==> config.mk <==
export PLATFORM = sky130hd
export DESIGN_NAME = msk_sbox_arbiter_flat
export DESIGN_NICKNAME = d
export VERILOG_FILES = /design/src/rtl/msk_sbox_arbiter_if.sv /design/src/rtl/msk_sbox_arbiter.sv /design/src/flat_wrapper.sv
export SDC_FILE = /design/constraint.sdc
export NUM_CORES = 1
export LEC_CHECK = 0
export BUFFER_PORTS_ARGS = -buffer_cell sky130_fd_sc_hd__buf_2
export CORE_MARGIN = 8
export CORE_UTILIZATION = 38
export DETAILED_ROUTE_END_ITERATION = 10
export PLACE_DENSITY = 0.75
export SLEW_MARGIN = 20
export SYNTH_ARGS = -nofsm -noshare
export SYNTH_HDL_FRONTEND = slang
export SYNTH_SLANG_ARGS = --single-unit
==> constraint.sdc <==
create_clock -name clk -period 1.6 [get_ports clk]
set_clock_uncertainty 0.2 [all_clocks]
set_input_delay 0.24 -clock clk [delete_from_list [all_inputs] [get_ports clk]]
set_output_delay 0.24 -clock clk [all_outputs]
set_load 0.05 [all_outputs]
==> src/rtl/msk_sbox_arbiter_if.sv <==
// Requester-side handshake bundle for the shared masked S-box arbiter:
// two request ports and the shared response bus.
interface msk_sbox_arbiter_if #(
    parameter int d = 2
);
    logic           req0_valid;
    logic           req0_ready;
    logic [8*d-1:0] req0_data;
    logic           req1_valid;
    logic           req1_ready;
    logic [8*d-1:0] req1_data;
    logic           rsp0_valid;
    logic           rsp1_valid;
    logic [8*d-1:0] rsp_data;

    modport master (
        output req0_valid, req0_data, req1_valid, req1_data,
        input  req0_ready, req1_ready, rsp0_valid, rsp1_valid, rsp_data
    );

    modport slave (
        input  req0_valid, req0_data, req1_valid, req1_data,
        output req0_ready, req1_ready, rsp0_valid, rsp1_valid, rsp_data
    );
endinterface

==> src/rtl/msk_sbox_arbiter.sv <==
// Shares one fixed-latency masked S-box pipeline between two requesters.
// Round-robin grant on contention, one PRNG bundle consumed per issued byte,
// each randomness bus delayed to meet its S-box stage, and a tag pipe that
// routes each result back to the port that issued it.
module msk_sbox_arbiter #(
    parameter int d     = 2,
    parameter int LAT   = 4,
    parameter int NRND  = d * (d - 1) / 2,
    parameter int RND_W = 34 * NRND,
    parameter int DLY0  = 0,
    parameter int DLY2  = 1,
    parameter int DLY3  = 2,
    parameter int DLY4  = 3
) (
    input  logic                 clk,
    input  logic                 rst,
    msk_sbox_arbiter_if.slave    bus,
    input  logic                 rnd_valid,
    output logic                 rnd_ready,
    input  logic [RND_W-1:0]     rnd_in,
    output logic [8*d-1:0]       sbox_in,
    input  logic [8*d-1:0]       sbox_out,
    output logic [9*NRND-1:0]    rnd_bus0,
    output logic [3*NRND-1:0]    rnd_bus2,
    output logic [4*NRND-1:0]    rnd_bus3,
    output logic [18*NRND-1:0]   rnd_bus4,
    output logic                 busy
);

    // Bundle layout {bus4, bus3, bus2, bus0}, lowest slice first.
    localparam int BUS_OFF [4] = '{0, 9*NRND, 12*NRND, 16*NRND};
    localparam int BUS_W   [4] = '{9*NRND, 3*NRND, 4*NRND, 18*NRND};
    localparam int BUS_DLY [4] = '{DLY0, DLY2, DLY3, DLY4};

    logic             issue;
    logic             grant;
    logic             last_grant;
    logic [RND_W-1:0] rnd_gated;
    logic [RND_W-1:0] rnd_bus_all;
    logic [LAT-1:0]   tag_v;
    logic [LAT-1:0]   tag_id;

    // Issue decision, round-robin grant and gated data/randomness towards the S-box.
    always_comb begin
        issue          = ~rst & rnd_valid & (bus.req0_valid | bus.req1_valid);
        grant          = (bus.req0_valid & bus.req1_valid) ? ~last_grant : bus.req1_valid;
        rnd_ready      = issue;
        bus.req0_ready = issue & ~grant;
        bus.req1_ready = issue & grant;
        sbox_in        = '0;
        if (issue) begin
            sbox_in = grant ? bus.req1_data : bus.req0_data;
        end
        rnd_gated      = issue ? rnd_in : '0;
    end

    // Remember the last granted port; reset value 1 lets port 0 win the first contest.
    always_ff @(posedge clk) begin
        if (rst) begin
            last_grant <= 1'b1;
        end else if (issue) begin
            last_grant <= grant;
        end
    end

    // Per-bus randomness alignment: zero delay is a straight combinational
    // path, otherwise a shift register loaded with the gated slice each cycle.
    for (genvar k = 0; k < 4; k++) begin : g_rnd
        localparam int OFF = BUS_OFF[k];
        localparam int W   = BUS_W[k];
        localparam int DL  = BUS_DLY[k];
        if (DL == 0) begin : g_comb
            assign rnd_bus_all[OFF +: W] = rnd_gated[OFF +: W];
        end else begin : g_dly
            logic [W-1:0] sr [DL];
            // Shift the stage-aligned randomness every cycle; bubbles carry zero.
            always_ff @(posedge clk) begin
                if (rst) begin
                    for (int unsigned i = 0; i < DL; i++) begin
                        sr[i] <= '0;
                    end
                end else begin
                    sr[0] <= rnd_gated[OFF +: W];
                    for (int unsigned i = 1; i < DL; i++) begin
                        sr[i] <= sr[i-1];
                    end
                end
            end
            assign rnd_bus_all[OFF +: W] = rst ? '0 : sr[DL-1];
        end
    end

    assign rnd_bus0 = rnd_bus_all[BUS_OFF[0] +: BUS_W[0]];
    assign rnd_bus2 = rnd_bus_all[BUS_OFF[1] +: BUS_W[1]];
    assign rnd_bus3 = rnd_bus_all[BUS_OFF[2] +: BUS_W[2]];
    assign rnd_bus4 = rnd_bus_all[BUS_OFF[3] +: BUS_W[3]];

    // Tag pipe tracking valid/requester of each op in flight through the S-box.
    always_ff @(posedge clk) begin
        if (rst) begin
            tag_v  <= '0;
            tag_id <= '0;
        end else begin
            tag_v[0]  <= issue;
            tag_id[0] <= grant;
            for (int unsigned i = 1; i < LAT; i++) begin
                tag_v[i]  <= tag_v[i-1];
                tag_id[i] <= tag_id[i-1];
            end
        end
    end

    // Route the S-box result to its requester; in-flight ops are dropped on reset.
    always_comb begin
        bus.rsp0_valid = ~rst & tag_v[LAT-1] & ~tag_id[LAT-1];
        bus.rsp1_valid = ~rst & tag_v[LAT-1] & tag_id[LAT-1];
        bus.rsp_data   = sbox_out;
        busy           = ~rst & (|tag_v);
    end

endmodule
==> src/flat_wrapper.sv <==
// flat-port wrapper written by rule: the top's interface ports become plain ports
module msk_sbox_arbiter_flat 
#(
    parameter int d     = 2,
    parameter int LAT   = 4,
    parameter int NRND  = d * (d - 1) / 2,
    parameter int RND_W = 34 * NRND,
    parameter int DLY0  = 0,
    parameter int DLY2  = 1,
    parameter int DLY3  = 2,
    parameter int DLY4  = 3
)
  (clk, rst, rnd_valid, rnd_ready, rnd_in, sbox_in, sbox_out, rnd_bus0, rnd_bus2, rnd_bus3, rnd_bus4, busy, bus_req0_valid, bus_req0_data, bus_req1_valid, bus_req1_data, bus_req0_ready, bus_req1_ready, bus_rsp0_valid, bus_rsp1_valid, bus_rsp_data);
  msk_sbox_arbiter_if #(.d(d)) bus_i ();
  input  logic clk;
  input  logic rst;
  input  logic rnd_valid;
  output logic rnd_ready;
  input  logic [RND_W-1:0] rnd_in;
  output logic [8*d-1:0] sbox_in;
  input  logic [8*d-1:0] sbox_out;
  output logic [9*NRND-1:0] rnd_bus0;
  output logic [3*NRND-1:0] rnd_bus2;
  output logic [4*NRND-1:0] rnd_bus3;
  output logic [18*NRND-1:0] rnd_bus4;
  output logic busy;
  input wire logic [$bits(bus_i.req0_valid)-1:0] bus_req0_valid;
  input wire logic [$bits(bus_i.req0_data)-1:0] bus_req0_data;
  input wire logic [$bits(bus_i.req1_valid)-1:0] bus_req1_valid;
  input wire logic [$bits(bus_i.req1_data)-1:0] bus_req1_data;
  output wire logic [$bits(bus_i.req0_ready)-1:0] bus_req0_ready;
  output wire logic [$bits(bus_i.req1_ready)-1:0] bus_req1_ready;
  output wire logic [$bits(bus_i.rsp0_valid)-1:0] bus_rsp0_valid;
  output wire logic [$bits(bus_i.rsp1_valid)-1:0] bus_rsp1_valid;
  output wire logic [$bits(bus_i.rsp_data)-1:0] bus_rsp_data;
  assign bus_i.req0_valid = bus_req0_valid;
  assign bus_i.req0_data = bus_req0_data;
  assign bus_i.req1_valid = bus_req1_valid;
  assign bus_i.req1_data = bus_req1_data;
  assign bus_req0_ready = bus_i.req0_ready;
  assign bus_req1_ready = bus_i.req1_ready;
  assign bus_rsp0_valid = bus_i.rsp0_valid;
  assign bus_rsp1_valid = bus_i.rsp1_valid;
  assign bus_rsp_data = bus_i.rsp_data;
  msk_sbox_arbiter #(.d(d), .LAT(LAT), .NRND(NRND), .RND_W(RND_W), .DLY0(DLY0), .DLY2(DLY2), .DLY3(DLY3), .DLY4(DLY4)) u_core (.clk(clk), .rst(rst), .bus(bus_i), .rnd_valid(rnd_valid), .rnd_ready(rnd_ready), .rnd_in(rnd_in), .sbox_in(sbox_in), .sbox_out(sbox_out), .rnd_bus0(rnd_bus0), .rnd_bus2(rnd_bus2), .rnd_bus3(rnd_bus3), .rnd_bus4(rnd_bus4), .busy(busy));
endmodule
### Yosys cells after proc, flatten, opt, wreduce, memory -nomap -nowiden

Memory sizes are Yosys's and may differ from the RTL's.
Cells that the tools add are included.

* register bits after elaboration: 9
* memory bits (writable): 65
* input bits: 87
* output and inout bits: 72
* memories: 3

Memories
* u_core.g_rnd[3].g_dly.sr: words 3, width 18, read ports 3, clocked after memory_dff 0, wr ports 3, line msk_sbox_arbiter.sv:75 `logic [W-1:0] sr [DL];`
* u_core.g_rnd[2].g_dly.sr: words 2, width 4, read ports 2, clocked after memory_dff 0, wr ports 2, line msk_sbox_arbiter.sv:75
* u_core.g_rnd[1].g_dly.sr: words 1, width 3, read ports 1, clocked after memory_dff 0, wr ports 1, line msk_sbox_arbiter.sv:75

* multiplexer cells: 17
* bitwise gates (word level): 19
* reductions and logical operators: 2

Operators with widths (count)
* $mux 18: 4
* $mux 34: 1
* $mux 16: 2
* $mux 4: 3
* $and 1x1->1: 9
* $mux 3: 2
* $or 1x1->1: 6
* $mux 1: 5
* $not 1->1: 4
* $reduce_or 4->1: 1
* $reduce_or 3->1: 1

### Depth between registers and ports, before layout

Gate-level depths: netlist (run 1).

* word-level depth: 5
* mapped depth: 4

### Worst setup path after synthesis (run 1)

No wires, ideal clock.

* path kind: register to output
* start: register u_core.last_grant
* end: output sbox_in[15]
* data arrival time: 1.680 ns
* setup slack: -0.520 ns
* stages on the path, launching flop included: 4
* cell sequence: dfxtp_1 a21bo_2 mux2i_1 nor3_1

* word-level cells in the longest chain between the ends: 4

RTL lines
* from (decl): line msk_sbox_arbiter.sv:37 `logic last_grant;`
* from (signal assigned): line msk_sbox_arbiter.sv:62 `last_grant <= grant;`
* $not 1->1: line msk_sbox_arbiter.sv:46 `grant = (bus.req0_valid & bus.req1_valid) ? ~last_grant : bus.req1_valid;`
* $mux 1: line msk_sbox_arbiter.sv:46
* $mux 16: line msk_sbox_arbiter.sv:52 `sbox_in = grant ? bus.req1_data : bus.req0_data;`
* $mux 16: line msk_sbox_arbiter.sv:51 `if (issue) begin`
* to (decl): line flat_wrapper.sv:20 `output logic [8*d-1:0] sbox_in;`

No other way between the ends.

### Worst setup path after layout (run 1)

* start: register u_core.last_grant
* end: output sbox_in[0]

Same word-level chain as after synthesis.

==> results of run 1 <==
## flip-flops by register name, indices dropped and copies added, names as in the netlist
signal and cells:
u_core.tag_v 4, u_core.tag_id 4, u_core.g_rnd.g_dly.sr 65, u_core.last_grant 1
## routing by layer
| layer | vias to the layer above | wire length [um] | global-route usage |
|---|---|---|---|
| li1 | 1040 | - | - |
| met1 | 915 | 2250 | 0.125 |
| met2 | 81 | 3640 | 0.249 |
| met3 | 22 | 507 | 0.0613 |
| met4 | 0 | 192 | 0.0732 |
| met5 | - | 0 | 0 |
## how the worst min path moves through the flow
stage	startpoint	to	cells past startpoint
floorplan	rnd_in[9]	u_core.g_rnd[1].g_dly.sr[0][0]	1
global placement	u_core.g_rnd[3].g_dly.sr[0][25]	u_core.g_rnd[3].g_dly.sr[0][43]	1
detailed placement	u_core.g_rnd[3].g_dly.sr[0][3]	u_core.g_rnd[3].g_dly.sr[0][21]	1
CTS	bus_req0_valid	u_core.tag_id[0]	4
global route	bus_req0_valid	u_core.tag_id[0]	4
finish	rst	u_core.tag_v[0]	4
## power breakdown
part           internal [mW]  switching, mW  total, mW  leakage [nW]
Sequential              1.89         0.0110       1.90         0.602
Combinational          0.299          0.304      0.603          1.30
Clock                  0.586          0.696       1.28        0.0886
## repair_timing
| item | 4_1_cts | 5_1_grt |
|---|---|---|
| pin swaps | 11 | 6 |
| buffers inserted | 5 | 0 |
| hold buffers | 25 | 0 |
| resized for setup | 72 | 34 |
| endpoints found under the hold margin | 25 | 0 |
| endpoints found under the setup margin | 29 | 32 |
| cloned | 3 | 0 |
## synthesized netlist by cell type, drive strengths merged
library cell  instances
nand2b                1
dfxtp                74
and2b                 1
nor2b                71
a21bo                 1
and2                 34
clkbuf                9
nor3b                 2
and3b                 1
nor3                  1
nor4                  1
buf                  20
a22o                 15
o21ai                 1
mux2i                 1
or3b                  1
nor2                  6
## cell families (layout without fill, tap and decap cells)
family          after synthesis  in the layout  share of synthesized area
buf+inv                      29            183                     0.0692
mux                           1              1                    0.00385
simple gates                119            120                      0.297
flops                        74             74                      0.569
compound gates               17             17                     0.0606
## cell type report
class / count / share of cell area
clock inverter: 7 / 0.0137
multi-input combinational: 138 / 0.266
sequential: 74 / 0.353
timing repair buffer: 167 / 0.314
tap: 80 / 0.0238
clock buffer: 9 / 0.0295
## critical path, delay by kind of cell (launching register included)
| kind | cells | cell delay (ns) |
|---|---|---|
| AOI/OAI and AO/OA | 1 | 0.15 |
| DFF | 1 | 0.34 |
| and+or+nand+nor | 2 | 0.44 |
| buffers and inverters | 2 | 0.33 |
## metrics by stage
stage | power, mW | cell area [um^2] | utilization
3_5_place_dp | 2.39 | 3350 | 0.499
3_3_place_gp | 2.38 | 3350 | 0.499
5_1_grt | 3.97 | 4200 | 0.625
2_1_floorplan | 2.34 | 2720 | -
4_1_cts | 3.81 | 4150 | 0.617
6_report | 3.79 | 4200 | 0.625
==> results.tsv, run 1 <==
metric	value	unit
final_nets	477	
reg2reg_depth	5	
worstHoldPathType	primary input to register	
fmax	489	MHz
multi_input_area	1120	um^2
maxCapViolCount	0	
wl_per_cell	13.9	um
cp_slowest_cell	dfxtp_2	
area_delta_synth_final	61.4	%
fin_crit_sh	1.28	
viasPerCell	4.33	
netlist_area	2600	um^2
start_kind	register	
mostFrequentLayoutCells	buf_2, dfxtp_1, nor2b_1	
dp_hpwl	4450	um
synth_area_leader_cell	dfxtp_1	
max_stage_delay	0.34	ns
clk_path_buf_depth	2	
rsz0062_at_grt	yes	
reg2reg_to	u_core.last_grant	
synth_cell_types	22	
drive_gt1_frac	0.496	
grt_pass1_vias	2180	
die_area	9750	um^2
drt_wl_total	6590	um
n_fill_cell	538	
crit_start	u_core.last_grant	
cts_buffers	9	
drcViolationCount	0	
grt.total_usage	0.137	
crit_type	register to output pin	
crit_chain	and2b_4, nor3b_4, buf_6, a22o_4, buf_8	
power_density	901	nW/um^2
clkLatencyLatePin	0.33	ns
syn-num-nets	327	
antenna_cells	0	
setup_tns	-7.46	ns
cts_tree	yes	
drtPass1Iterations	4	
setup_viol	18	
synth.top_cells.by_area	dfxtp_1, nor2b_1, and2_1	
drt_iter0_drc	24	
antenna_found_initial	0	
htree_levels	3	
finalMaxSlewViolations	0	
gp_congestion	0.761	
overflow	0	
worstMarginPinSlew	0.341	ns
cts_num_sinks	74	
synth_seq_area_share	0.569	
grt_pass1_wl	10500	um
via_count	2058	
regArea	1480	um^2
die_h	98.8	um
required	1.16	ns
yosys_warnings	0	
worstPathArrival	1.61	ns
path_max_fanout	8	
dpl.cell_count	428	
status	finished with violations	
clockRootBuffer	clkbuf_8	
p_leak	1.99	nW
synthCells	240	
core	6720	um^2
grt_max_degree	35	
pre_cts_ws	-0.308	ns
worstSetupEndpointType	output pin	
io_buffers	126	
clk_pin_slew_worst_paths	0.08	ns
fin_hold_ws	0.172	ns
final_common_cell	buf_2	
ir_worst_vdd	0.672	mV
hold_viol	0	
drtAntennaViolNets	0	
synth_top_area_share	0.569	
die_width	98.8	um
min_period	2.05	ns
io_pins	159	
ys_seq_elements	74	
ff2ff_setup_slack	0.01	ns
num_rows	30	
slew_headroom	0.773	
failed_checks	setup timing	
crit_path_end	sbox_in[0]	
start_util	0.387	
synth_area_per_cell	10.8	um^2
r2r_start	u_core.last_grant	
worst_slack	-0.447	ns
instances_no_fill	475	
Power figures use the tool's default switching activity.
==> run 2, diff against run 1 <==
--- a/config.mk
+++ b/config.mk
@@ -7,9 +7,9 @@
 export LEC_CHECK = 0
 export BUFFER_PORTS_ARGS = -buffer_cell sky130_fd_sc_hd__buf_2
 export CORE_MARGIN = 8
-export CORE_UTILIZATION = 38
+export CORE_UTILIZATION = 42
 export DETAILED_ROUTE_END_ITERATION = 10
-export PLACE_DENSITY = 0.75
+export PLACE_DENSITY = 0.78
 export SLEW_MARGIN = 20
 export SYNTH_ARGS = -nofsm -noshare
 export SYNTH_HDL_FRONTEND = slang
==> constraint.sdc (replaced) <==
create_clock -name clk -period 2 [get_ports clk]
set_clock_uncertainty 0.2 [all_clocks]
set_input_delay 0.3 -clock clk [delete_from_list [all_inputs] [get_ports clk]]
set_output_delay 0.3 -clock clk [all_outputs]
set_load 0.05 [all_outputs]
==> run 2 against run 1 <==
  * Largest power group unchanged
  * Via count fell by 2.6%
  * Setup slack better by 0.36 ns
  * Sequential cell count stayed put
  * Clock power increased by 6%
  * Total power shrank 13%
  * Sequential power fell by 20%
  * Final cell count fell by 2.9%
  * Combinational power shrank 33%
  * Worst hold slack lost 0.054 ns
  * Utilization is 2.1 points higher
  * The run still ends with setup timing left
  * Clock-buffer cell count up 1
  * Critical endpoint unchanged
==> results.tsv, run 2 (synthesis results as in run 1) <==
metric	value	unit
status	finished with violations	
failed_checks	setup timing	
dp_hpwl	4160	um
antenna_found_initial	0	
gp_congestion	0.806	
fin_hold_ws	0.117	ns
die_area	8970	um^2
regArea	1480	um^2
clk_pin_slew_worst_paths	0.07	ns
grt_pass1_wl	9780	um
p_leak	1.84	nW
fin_total_pwr	3.28	mW
mostFrequentLayoutCells	buf_2, dfxtp_1, nor2b_1	
io_pins	159	
crit_type	register to output pin	
fmax	479	MHz
via_count	2005	
grt.total_usage	0.141	
cts_buffers	9	
min_period	2.09	ns
start_util	0.437	
worst_slack	-0.0882	ns
grt_pass1_vias	2066	
clkLatencyLatePin	0.33	ns
clockRootBuffer	clkbuf_8	
clk_path_buf_depth	2	
io_buffers	126	
maxCapViolCount	0	
grt_max_degree	49	
worstSetupEndpointType	output pin	
cp_slowest_cell	dfxtp_2	
slew_headroom	0.695	
worstPathArrival	1.59	ns
die_width	94.7	um
cts_tree	yes	
postLayoutCellArea	3850	um^2
placed_cell_area	3210	um^2
fin_crit_sh	1.04	
reg.largest.list	u_core.g_rnd.g_dly.sr x65, u_core.tag_id x4, u_core.tag_v x4	
htree_levels	3	
overflow	0	
drtPass1Iterations	4	
top_register	u_core.g_rnd.g_dly.sr	
drcViolationCount	0	
cts_num_sinks	74	
final_nets	468	
drive_gt1_frac	0.435	
drt_wl_total	6430	um
drt_iter0_drc	41	
worstHoldPathType	primary input to register	
required	1.50	ns
hold_viol	0	
max_stage_delay	0.34	ns
drtAntennaViolNets	0	
pre_cts_ws	0.0502	ns
finalMaxSlewViolations	0	
ir_worst_vdd	0.557	mV
die_h	94.7	um
cp_common_cell	buf_6	
wl_per_cell	14.0	um
core	5960	um^2
instances_no_fill	461	
final_common_cell	buf_2	
path_max_fanout	6	
final_util	0.646	
setup_tns	-1.05	ns
viasPerCell	4.35	
multi_input_area	962	um^2
area_delta_synth_final	47.8	%
worstMarginPinSlew	0.457	ns
rsz0062_at_grt	yes	
n_fill_cell	488	
num_rows	28	
power_density	854	nW/um^2
setup_viol	15	
largest_reg_flops	65	
dpl.cell_count	419	
crit_chain	and2b_4, nor3b_4, buf_6, a22o_1, buf_6	
antenna_cells	0	
start_kind	register	
cts_setup_buffers	0	
## run 2: cell type report
type	count	share of cell area
flip-flops and latches	74	0.385
clock buffers	10	0.0332
repair buffers	158	0.277
multi-input cells	138	0.250
clock inverters	6	0.0293
well taps	75	0.0244
## run 2: worst max-delay path, delay by kind of cell, from the launching register on
family,cells,cell delay (ns)
AND/OR/NAND/NOR,2,0.41
flip-flops,1,0.34
buffers and inverters,2,0.32
AO/OA/AOI/OAI,1,0.17
## run 2: worst paths after layout
| kind | to | start | depth (start not counted) | slack, ns |
|---|---|---|---|---|
| min reg2reg | u_core.g_rnd[3].g_dly.sr[0][41] | u_core.g_rnd[3].g_dly.sr[0][23] | 1 | 0.24 |
| max | sbox_in[0] | u_core.last_grant | 5 | -0.09 |
| max reg2reg | u_core.last_grant | u_core.last_grant | 3 | 0.58 |
| min | u_core.tag_v[0] | bus_req1_valid | 3 | 0.12 |
## run 2: what timing repair did
item / CTS / global route
cloned: 1 / 0
gates resized for setup: 38 / 7
endpoints found under the hold margin: 25 / 0
hold buffers: 25 / 0
endpoints found under the setup margin: 17 / 19
pin swaps: 4 / 5
## run 2: power breakdown
group	internal [mW]	leakage, nW	switching (mW)
logic	0.183	1.11	0.222
clock network	0.836	0.121	0.522
registers	1.51	0.602	0.00841
total	2.53	1.84	0.752
## run 2: layer usage
metal,vias up,routed length [um],part of all wire,GRT usage
met2,76,3500,0.54,0.252
met5,-,0,0,0
met4,0,155,0.024,0.0845
met1,894,2320,0.36,0.136
li1,1023,-,-,-
met3,12,458,0.071,0.0516
